<file path="src/rtl/attr_host_ctrl.sv">
// attr_host_ctrl: host-side access to the VGA attribute controller.
// The 3C0h index/data flip-flop selects either a palette entry (00h-0Fh)
// or one of the attribute registers 10h-14h. It drives the write/read port
// of the 16x6 palette bank and sequences palette read-back to the host
// through a three-state read FSM.
// Optional build macro: ATTR_PAS_LOCK_EN. When defined, palette writes are
// suppressed and palette reads return 00h while pas=1.
//
// Host handshake: h_wr_3c0, h_rd_3c1 and h_rd_3da are single-cycle strobes
// with no back-pressure. A read request is answered by exactly one
// h_rd_ack pulse, and h_rdata is valid in that cycle. A read request that
// arrives while a palette write pulse is on the bank is held for one cycle.
// A read request that arrives while a read is in flight is dropped, and so
// is a 3C0h write that arrives while the palette read is waiting on the bank.
module attr_host_ctrl #(
  parameter int RD_LAT = 1
) (
  input  logic       h_hclk,
  input  logic       h_reset_n,
  input  logic       h_wr_3c0,
  input  logic       h_rd_3c1,
  input  logic       h_rd_3da,
  input  logic [7:0] h_wdata,
  output logic [7:0] h_rdata,
  output logic       h_rd_ack,
  output logic       pal_we,
  output logic [3:0] pal_addr,
  output logic [5:0] pal_din,
  input  logic [5:0] pal_dout,
  output logic [4:0] attr_index,
  output logic       pas,
  output logic       ff_state,
  output logic [7:0] mode_ctl,
  output logic [7:0] overscan,
  output logic [3:0] plane_en,
  output logic [3:0] hpan,
  output logic [3:0] color_sel,
  output logic [1:0] o_rd_state
);

  typedef enum logic [1:0] {
    S_IDLE = 2'd0,
    S_WAIT = 2'd1,
    S_DONE = 2'd2
  } rd_state_t;

  localparam logic [1:0] LAT = RD_LAT[1:0];

  rd_state_t r_state;
  logic [1:0] r_cnt;
  logic       r_rd_pend;
  logic [7:0] r_rdata;
  logic       r_rd_ack;

  logic       r_ff;
  logic [4:0] r_attr_index;
  logic       r_pas;
  logic       r_pal_we;
  logic [5:0] r_pal_din;
  logic [7:0] r_mode_ctl;
  logic [7:0] r_overscan;
  logic [3:0] r_plane_en;
  logic [3:0] r_hpan;
  logic [3:0] r_color_sel;

  logic       w_wr;
  logic       w_wr_idx;
  logic       w_wr_data;
  logic       w_pal_sel;
  logic       w_lock;
  logic       w_pal_wr;
  logic       w_rd_req;
  logic       w_rd_accept;
  logic [7:0] w_reg_rdata;
  logic [7:0] w_pal_rdata;

  // A 3C0h write is discarded when an input-status read coincides with it
  // or while a palette read waits on the bank (pal_addr must stay stable).
  assign w_wr      = h_wr_3c0 & ~h_rd_3da & (r_state != S_WAIT);
  assign w_wr_idx  = w_wr & ~r_ff;
  assign w_wr_data = w_wr & r_ff;
  assign w_pal_sel = ~r_attr_index[4];

`ifdef ATTR_PAS_LOCK_EN
  assign w_lock = r_pas;
`else
  assign w_lock = 1'b0;
`endif

  assign w_pal_wr    = w_wr_data & w_pal_sel & ~w_lock;
  assign w_rd_req    = h_rd_3c1 | r_rd_pend;
  assign w_rd_accept = (r_state == S_IDLE) & w_rd_req & ~r_pal_we;
  assign w_pal_rdata = w_lock ? 8'h00 : {2'b00, pal_dout};

  // Register read-back mux; unimplemented indices read as zero.
  always_comb begin
    w_reg_rdata = 8'h00;
    case (r_attr_index)
      5'h10:   w_reg_rdata = r_mode_ctl;
      5'h11:   w_reg_rdata = r_overscan;
      5'h12:   w_reg_rdata = {4'h0, r_plane_en};
      5'h13:   w_reg_rdata = {4'h0, r_hpan};
      5'h14:   w_reg_rdata = {4'h0, r_color_sel};
      default: w_reg_rdata = 8'h00;
    endcase
  end

  // Flip-flop protocol, index/pas capture, palette write pulse and registers.
  always_ff @(posedge h_hclk or negedge h_reset_n) begin
    if (!h_reset_n) begin
      r_ff         <= 1'b0;
      r_attr_index <= 5'h00;
      r_pas        <= 1'b0;
      r_pal_we     <= 1'b0;
      r_pal_din    <= 6'h00;
      r_mode_ctl   <= 8'h00;
      r_overscan   <= 8'h00;
      r_plane_en   <= 4'h0;
      r_hpan       <= 4'h0;
      r_color_sel  <= 4'h0;
    end else begin
      r_pal_we <= w_pal_wr;
      if (h_rd_3da) begin
        r_ff <= 1'b0;
      end else if (w_wr_idx) begin
        r_attr_index <= h_wdata[4:0];
        r_pas        <= h_wdata[5];
        r_ff         <= 1'b1;
      end else if (w_wr_data) begin
        r_ff <= 1'b0;
        if (w_pal_wr) begin
          r_pal_din <= h_wdata[5:0];
        end
        case (r_attr_index)
          5'h10:   r_mode_ctl  <= h_wdata;
          5'h11:   r_overscan  <= h_wdata;
          5'h12:   r_plane_en  <= h_wdata[3:0];
          5'h13:   r_hpan      <= h_wdata[3:0];
          5'h14:   r_color_sel <= h_wdata[3:0];
          default: ;
        endcase
      end
    end
  end

  // Read FSM: registers answer next cycle, palette waits RD_LAT cycles.
  always_ff @(posedge h_hclk or negedge h_reset_n) begin
    if (!h_reset_n) begin
      r_state   <= S_IDLE;
      r_cnt     <= 2'd0;
      r_rd_pend <= 1'b0;
      r_rdata   <= 8'h00;
      r_rd_ack  <= 1'b0;
    end else begin
      r_rd_ack <= 1'b0;
      case (r_state)
        S_IDLE: begin
          // Hold a request that collides with a palette write pulse so the
          // bank sees the new data before the read is issued.
          r_rd_pend <= w_rd_req & r_pal_we;
          if (w_rd_accept) begin
            if (w_pal_sel) begin
              r_state <= S_WAIT;
              r_cnt   <= LAT;
            end else begin
              r_state  <= S_DONE;
              r_rdata  <= w_reg_rdata;
              r_rd_ack <= 1'b1;
            end
          end
        end
        S_WAIT: begin
          r_rd_pend <= 1'b0;
          r_cnt     <= r_cnt - 2'd1;
          if (r_cnt == 2'd1) begin
            r_rdata  <= w_pal_rdata;
            r_rd_ack <= 1'b1;
            r_state  <= S_DONE;
          end
        end
        S_DONE: begin
          r_rd_pend <= 1'b0;
          r_state   <= S_IDLE;
        end
        default: begin
          r_rd_pend <= 1'b0;
          r_state   <= S_IDLE;
        end
      endcase
    end
  end

  assign h_rdata    = r_rdata;
  assign h_rd_ack   = r_rd_ack;
  assign pal_we     = r_pal_we;
  assign pal_addr   = r_attr_index[3:0];
  assign pal_din    = r_pal_din;
  assign attr_index = r_attr_index;
  assign pas        = r_pas;
  assign ff_state   = r_ff;
  assign mode_ctl   = r_mode_ctl;
  assign overscan   = r_overscan;
  assign plane_en   = r_plane_en;
  assign hpan       = r_hpan;
  assign color_sel  = r_color_sel;
  assign o_rd_state = r_state;

endmodule

</file>
<file path="config.mk">
export PLATFORM = sky130hd
export DESIGN_NAME = attr_host_ctrl
export DESIGN_NICKNAME = d
export VERILOG_FILES = /design/src/rtl/attr_host_ctrl.sv
export SDC_FILE = /design/constraint.sdc
export NUM_CORES = 1
export LEC_CHECK = 0
export BUFFER_PORTS_ARGS = -buffer_cell sky130_fd_sc_hd__buf_2
export CAP_MARGIN = 0
export CELL_PAD_IN_SITES_DETAIL_PLACEMENT = 1
export CELL_PAD_IN_SITES_GLOBAL_PLACEMENT = 1
export CORE_MARGIN = 1
export CORE_UTILIZATION = 37
export CTS_CLUSTER_SIZE = 12
export DETAILED_ROUTE_END_ITERATION = 6
export HOLD_SLACK_MARGIN = 0.06
export PLACE_DENSITY_LB_ADDON = 0.1
export SLEW_MARGIN = 15
export SYNTH_ARGS = -nofsm -noshare
export SYNTH_HDL_FRONTEND = slang
export SYNTH_SLANG_ARGS = --single-unit
</file>
<file path="constraint.sdc">
create_clock -name h_hclk -period 1.9 [get_ports h_hclk]
set_input_delay 0.285 -clock h_hclk [delete_from_list [all_inputs] [get_ports h_hclk]]
set_output_delay 0.285 -clock h_hclk [all_outputs]
set_load 0.005 [all_outputs]
</file>
==> results of run 1 <==
-- stage by stage --
| step | area, µm² | util |
|---|---|---|
| 4_1_cts | 3280 | 0.502 |
| 6_report | 3310 | 0.507 |
| 2_1_floorplan | 2560 | - |
| 3_3_place_gp | 3170 | 0.486 |
| 5_1_grt | 3310 | 0.507 |
| 3_5_place_dp | 3170 | 0.486 |
-- cell usage in the layout (no fill, tap or decap), types with 2 or more instances in the layout --
master,n
buf_2,75
clkbuf_8,5
nor3_1,2
buf_4,26
nor2_1,7
nand2_1,2
o21ai_0,4
nor2b_1,2
mux2_2,32
inv_1,7
o21bai_1,4
a2bb2oi_1,2
nor3b_1,5
a32oi_1,3
mux2_4,8
and2_1,3
a31oi_1,3
nand3b_1,2
or4_4,2
dfrtp_1,55
mux2i_1,4
buf_6,2
a211o_1,3
a21oi_1,5
-- area by class of cell --
class / instances / area (µm²)
clock inverter: 3 / 22.5
timing repair buffer: 104 / 603
sequential: 56 / 1400
tap: 77 / 96.3
fill: 718 / 3220
clock buffer: 5 / 68.8
inverter: 8 / 30.0
multi-input combinational: 116 / 1080
-- critical path: stages (launching register included) --
cell	delay, ns
dfrtp_1	0.40
or2_4	0.25
or4_4	0.49
or4_4	0.51
o22ai_1	0.14
-- timing repair --
| action | in CTS | in global routing |
|---|---|---|
| gates resized for setup | 0 | 5 |
| hold buffers | 1 | 0 |
| buffers inserted | 0 | 2 |
| endpoints found under the hold margin | 21 | 0 |
| endpoints found under the setup margin | 0 | 22 |
-- sequential cells by signal, summed over array words and instances (netlist names) --
signal	cells
attr_index	5
color_sel	4
ff_state	1
h_rd_ack	1
h_rdata	8
hpan	4
mode_ctl	8
o_rd_state	2
overscan	8
pal_din	6
pal_we	1
pas	1
plane_en	4
r_cnt	2
r_rd_pend	1
-- per-layer routing --
layer	track usage	up-vias	routed length [µm]
met4	0.0555	0	81
met2	0.316	49	3160
met3	0.0370	5	249
met5	0	-	0
met1	0.281	948	3250
li1	-	897	-
-- logic make-up (layout without fill, tap and decap cells) --
family / Yosys count / after routing
AOI/OAI and AO/OA: 31 / 31
xor gates and xnor gates: 1 / 1
adders and majority gates: 1 / 1
buffers and inverters: 17 / 120
DFF: 56 / 56
muxes: 45 / 45
and+or+nand+nor: 38 / 38
-- report_power, final --
| group | internal, µW | total, µW | switching, µW |
|---|---|---|---|
| Clock | 265 | 670 | 404 |
| Combinational | 1040 | 1900 | 866 |
| Sequential | 1570 | 1870 | 295 |
| Total | 2880 | 4440 | 1570 |
-- worst max path at each step --
stage / end / slack, ns / depth (start not counted)
final: h_rdata[6] / 0.04 / 4
after global routing: h_rdata[6] / 0.007 / 4
after CTS: color_sel[3] / 0.02 / 4
after detailed placement: color_sel[3] / 0.04 / 4
after global placement: color_sel[3] / 0.06 / 4
after floorplan: mode_ctl[0] / 0.02 / 5
==> impl_metrics.ini, run 1 <==
[sta]
fin_tns_setup_ns = 0
final_max_slew_viol_count = 0
final_hold_viol_count = 0
fmax_mhz = 537
finalClockSkew_ns = 0.0137
worstMarginPinSlew_ns = 0.532
rsz0062_at_grt = false
post-route-min-period_ns = 1.86
min_period_over_period = 0.980
slew_headroom = 0.645
timing.hold.ws_ns = 0.145
setup_viol = 0
setup_ws_ns = 0.0382

[logic_synthesis]
syn-instance-count = 189
synth_flop_cell = dfrtp_1
yosysWarnings = 0
ys_top_cells_by_count = dfrtp_1 (56), mux2_2 (32), mux2_4 (8)
synth_top_area_share = 0.547
ys_seq_area_frac = 0.547
ys_top_cells_by_area = dfrtp_1 (55%), mux2_2 (14%), mux2_4 (4.7%)
yosysMostFrequentCell = dfrtp_1
synthSimpleGateAreaFrac = 0.110
syn_avg_cell_area_um2 = 13.5
synth_compound_area_frac = 0.0894
synth_fa_ha_area_frac = 0.00489
synth_top_family_by_area = multiplexers
synth-xor-area-share = 0.00342
syn_area_mm2 = 0.00256
yosysUniqueCellTypes = 44
muxShareOfSynthArea = 0.212
yosys.area.top_type = dfrtp_1
synth-seq-cells = 56
synthesis.nets = 209
synth_edf_count = 0
async_flop_share = 1.00

[clock_tree]
clk_pin_slew_ns = 0.10
htreeDepth = 2
clockBufferDepth = 2
cts-root-buf = clkbuf_8
clock_latency_ns = 0.32
cts.sinks = 56
cts_tree = done
numCtsBuffers = 5

[layout]
nets = 311
layoutNonFillerInstCount = 369
drive_gt1_frac = 0.568
antennaDiodeCount = 0
area_growth_pct = 29.2

[floorplanning]
ios = 76
fp.coreArea_mm2 = 0.00653
row_count = 29
fp.dieW_um = 85.2
die-area_mm2 = 0.00726
initial_utilization = 0.392
die_h_um = 85.2

[power_and_ir_drop]
peakVddDrop_mv = 0.504
p_leak_uw = 0.00173
powerDensity_mw_per_mm2 = 1340
total_power_uw = 4440

[placed_design]
dpl.cell_count = 358
dpl.hpwl_um = 5160
io_buffers = 75
gp_congestion = 0.779
pre_cts_slack_ns = 0.0405

[route]
ant_nets = 0
drt_iter0_markers = 45
drc = 0
totalWireLength_um = 6740
num_vias = 1899
viasPerCell = 5.15
firstDrtPassIters = 4
wl_per_cell_um = 18.3

[critical_path]
r2r_slack_ns = 0.04
cp.required_ns = 2.14
critPathKind = reg2reg
rr_endpoint = h_rdata[6]
worst_ep_arrival_time_ns = 2.10
r2r_start = o_rd_state[1]
critPathLaunchType = register
reg2reg_depth = 4
cp-startpoint = o_rd_state[1]
end_kind = register
crit_fanout = 3

[min_path]
min_from = h_rd_3da
hold_end = ff_state
whs_path_depth = 2
hold_class = in2reg

[global_routing]
grt_overflow_total = 0
track_usage = 0.199
grt_pass1_wl_um = 11000
grt_max_degree = 24
antenna_found_initial = 0
grt_pass1_vias = 2038

[flow_run]
cap_violations = 0

[outcome]
status = complete, no violations
(Power assumes the default switching activity.)
==> run 2, diff against run 1 <==
==> constraint.sdc (replaced) <==
create_clock -name h_hclk -period 1.9 [get_ports h_hclk]
set_input_delay 0.38 -clock h_hclk [delete_from_list [all_inputs] [get_ports h_hclk]]
set_output_delay 0.38 -clock h_hclk [all_outputs]
set_load 0.005 [all_outputs]
==> impl_metrics.ini, run 2 (synthesis results as in run 1) <==
[outcome]
status = complete, no violations

[critical_path]
end_kind = register
max_stage_delay_ns = 0.51
critPathLaunchType = register
crit_fanout = 5
critPathMostFrequentCell = or4_4
cp.required_ns = 2.13
r2r_slack_ns = 0.03
slowest_stage = or4_4
crit_path_cell_trace = or2_4 -> or4_4 -> or4_4 -> o22ai_1
worst_ep_arrival_time_ns = 2.10
critPathKind = reg2reg

[power_and_ir_drop]
power_frac_comb = 0.421
p_leak_uw = 0.00173
total_power_uw = 4550
clock_power_share = 0.171
p_int_uw = 2990
power.switching_uw = 1560
power_frac_seq = 0.409
peakVddDrop_mv = 0.451
powerDensity_mw_per_mm2 = 1370
p_sw_frac = 0.342

[sta]
setup_viol = 0
post-route-min-period_ns = 1.87
fmax_mhz = 536
min_period_over_period = 0.982
worstMarginPinSlew_ns = 0.393
final_max_slew_viol_count = 0
slew_headroom = 0.737
finalClockSkew_ns = 0.00435
final_hold_viol_count = 0
fin_tns_setup_ns = 0

[global_routing]
track_usage = 0.195
grt_pass1_vias = 1967
grt_pass1_wl_um = 10700
grt_max_degree = 57
antenna_found_initial = 0
grt_overflow_total = 0

[layout]
layout_commonest_cell = buf_2
utilization = 0.508
area_growth_pct = 29.7
layoutNonFillerInstCount = 365
fill_cells = 706
drive_gt1_frac = 0.563
most-common-layout-cells = buf_2 (75), dfrtp_1 (56), mux2_2 (32)
nets = 307
antennaDiodeCount = 0

[min_path]
hold_class = in2reg

[clock_tree]
htreeDepth = 2
cts-root-buf = clkbuf_8
numCtsBuffers = 5
cts_tree = done
cts.sinks = 56
clk_pin_slew_ns = 0.10
clock_latency_ns = 0.31
clockBufferDepth = 2

[floorplanning]
die_h_um = 85.2
fp.coreArea_mm2 = 0.00653
ios = 76
die-area_mm2 = 0.00726
fp.dieW_um = 85.2
initial_utilization = 0.392
row_count = 29

[route]
wl_per_cell_um = 18.4
num_vias = 1923
totalWireLength_um = 6700
drc = 0
drt_iter0_markers = 90
viasPerCell = 5.27
firstDrtPassIters = 4
ant_nets = 0

[flow_run]
cap_violations = 0

[placed_design]
dpl.hpwl_um = 4990
io_buffers = 75
gp_congestion = 0.852
dpl.cell_count = 356
-- run 2: changes by cell type in the layout (fill, tap and decap cells not counted), sizes merged --
| cell | change |
|---|---|
| clkbuf | +1 |
| bufinv | +1 |
| inv | -1 |
| clkinv | -1 |
| buf | -4 |
-- run 2: power groups by stage --
| stage | Sequential (µW) | Clock, µW | Combinational (µW) |
|---|---|---|---|
| floorplan | 1910 | 0 | 961 |
| detailed placement | 1880 | 0 | 1890 |
| global placement | 1870 | 0 | 1850 |
| global route | 1920 | 845 | 2100 |
| CTS | 1860 | 793 | 1900 |
| finish | 1860 | 778 | 1910 |
-- run 2: final cells by class --
class / count / area [µm²] / area share
clock buffers: 6 / 72.6 / 0.0219
clock inverters: 2 / 35.0 / 0.0106
inverters: 8 / 30.0 / 0.00905
multi-input cells: 116 / 1100 / 0.332
flip-flops and latches: 56 / 1400 / 0.422
well taps: 77 / 96.3 / 0.0290
repair buffers: 100 / 582 / 0.175
-- run 2: timing repair --
| item | CTS | global route |
|---|---|---|
| hold buffers | 0 | 1 |
| buffers inserted | 0 | 1 |
| setup endpoints to repair | 1 | 28 |
| endpoints found under the hold margin | 0 | 1 |
| pin swaps | 0 | 1 |
| resized for setup | 1 | 6 |
-- run 2: stage by stage --
step	cell area [µm²]	hold WS [ns]	worst slack, ns
global placement	3170	0.406	0.0407
CTS	3280	0.0636	0.0187
floorplan	2560	0.0844	0.0237
global route	3320	0.236	-0.0163
finish	3320	0.241	0.0338
detailed placement	3170	0.405	0.0174
-- run 2: routing by layer --
| layer | routed length [µm] | part of all wire | vias to the layer above | global-route usage |
|---|---|---|---|---|
| li1 | - | - | 890 | - |
| met1 | 3210 | 0.48 | 968 | 0.281 |
| met2 | 3110 | 0.46 | 57 | 0.298 |
| met3 | 266 | 0.040 | 8 | 0.0340 |
| met4 | 124 | 0.018 | 0 | 0.0663 |
| met5 | 0 | 0 | - | 0 |
-- run 2: worst paths after layout --
kind                                    start            end  depth (start not counted)
worst max register to register  o_rd_state[0]     h_rdata[6]                          4
max in group asynchronous           h_reset_n  o_rd_state[1]                          3
worst min register to register       r_cnt[0]       r_cnt[0]                          1
worst min-delay path                 h_rd_3da       ff_state                          2
min in group asynchronous           h_reset_n        hpan[3]                          3
worst max-delay path            o_rd_state[0]     h_rdata[6]                          4
-- run 2: critical path: cells and delay by family (launching register included) --
kind	cells	cell delay (ns)
AOI/OAI and AO/OA	1	0.14
and+or+nand+nor	3	1.23
DFF	1	0.43
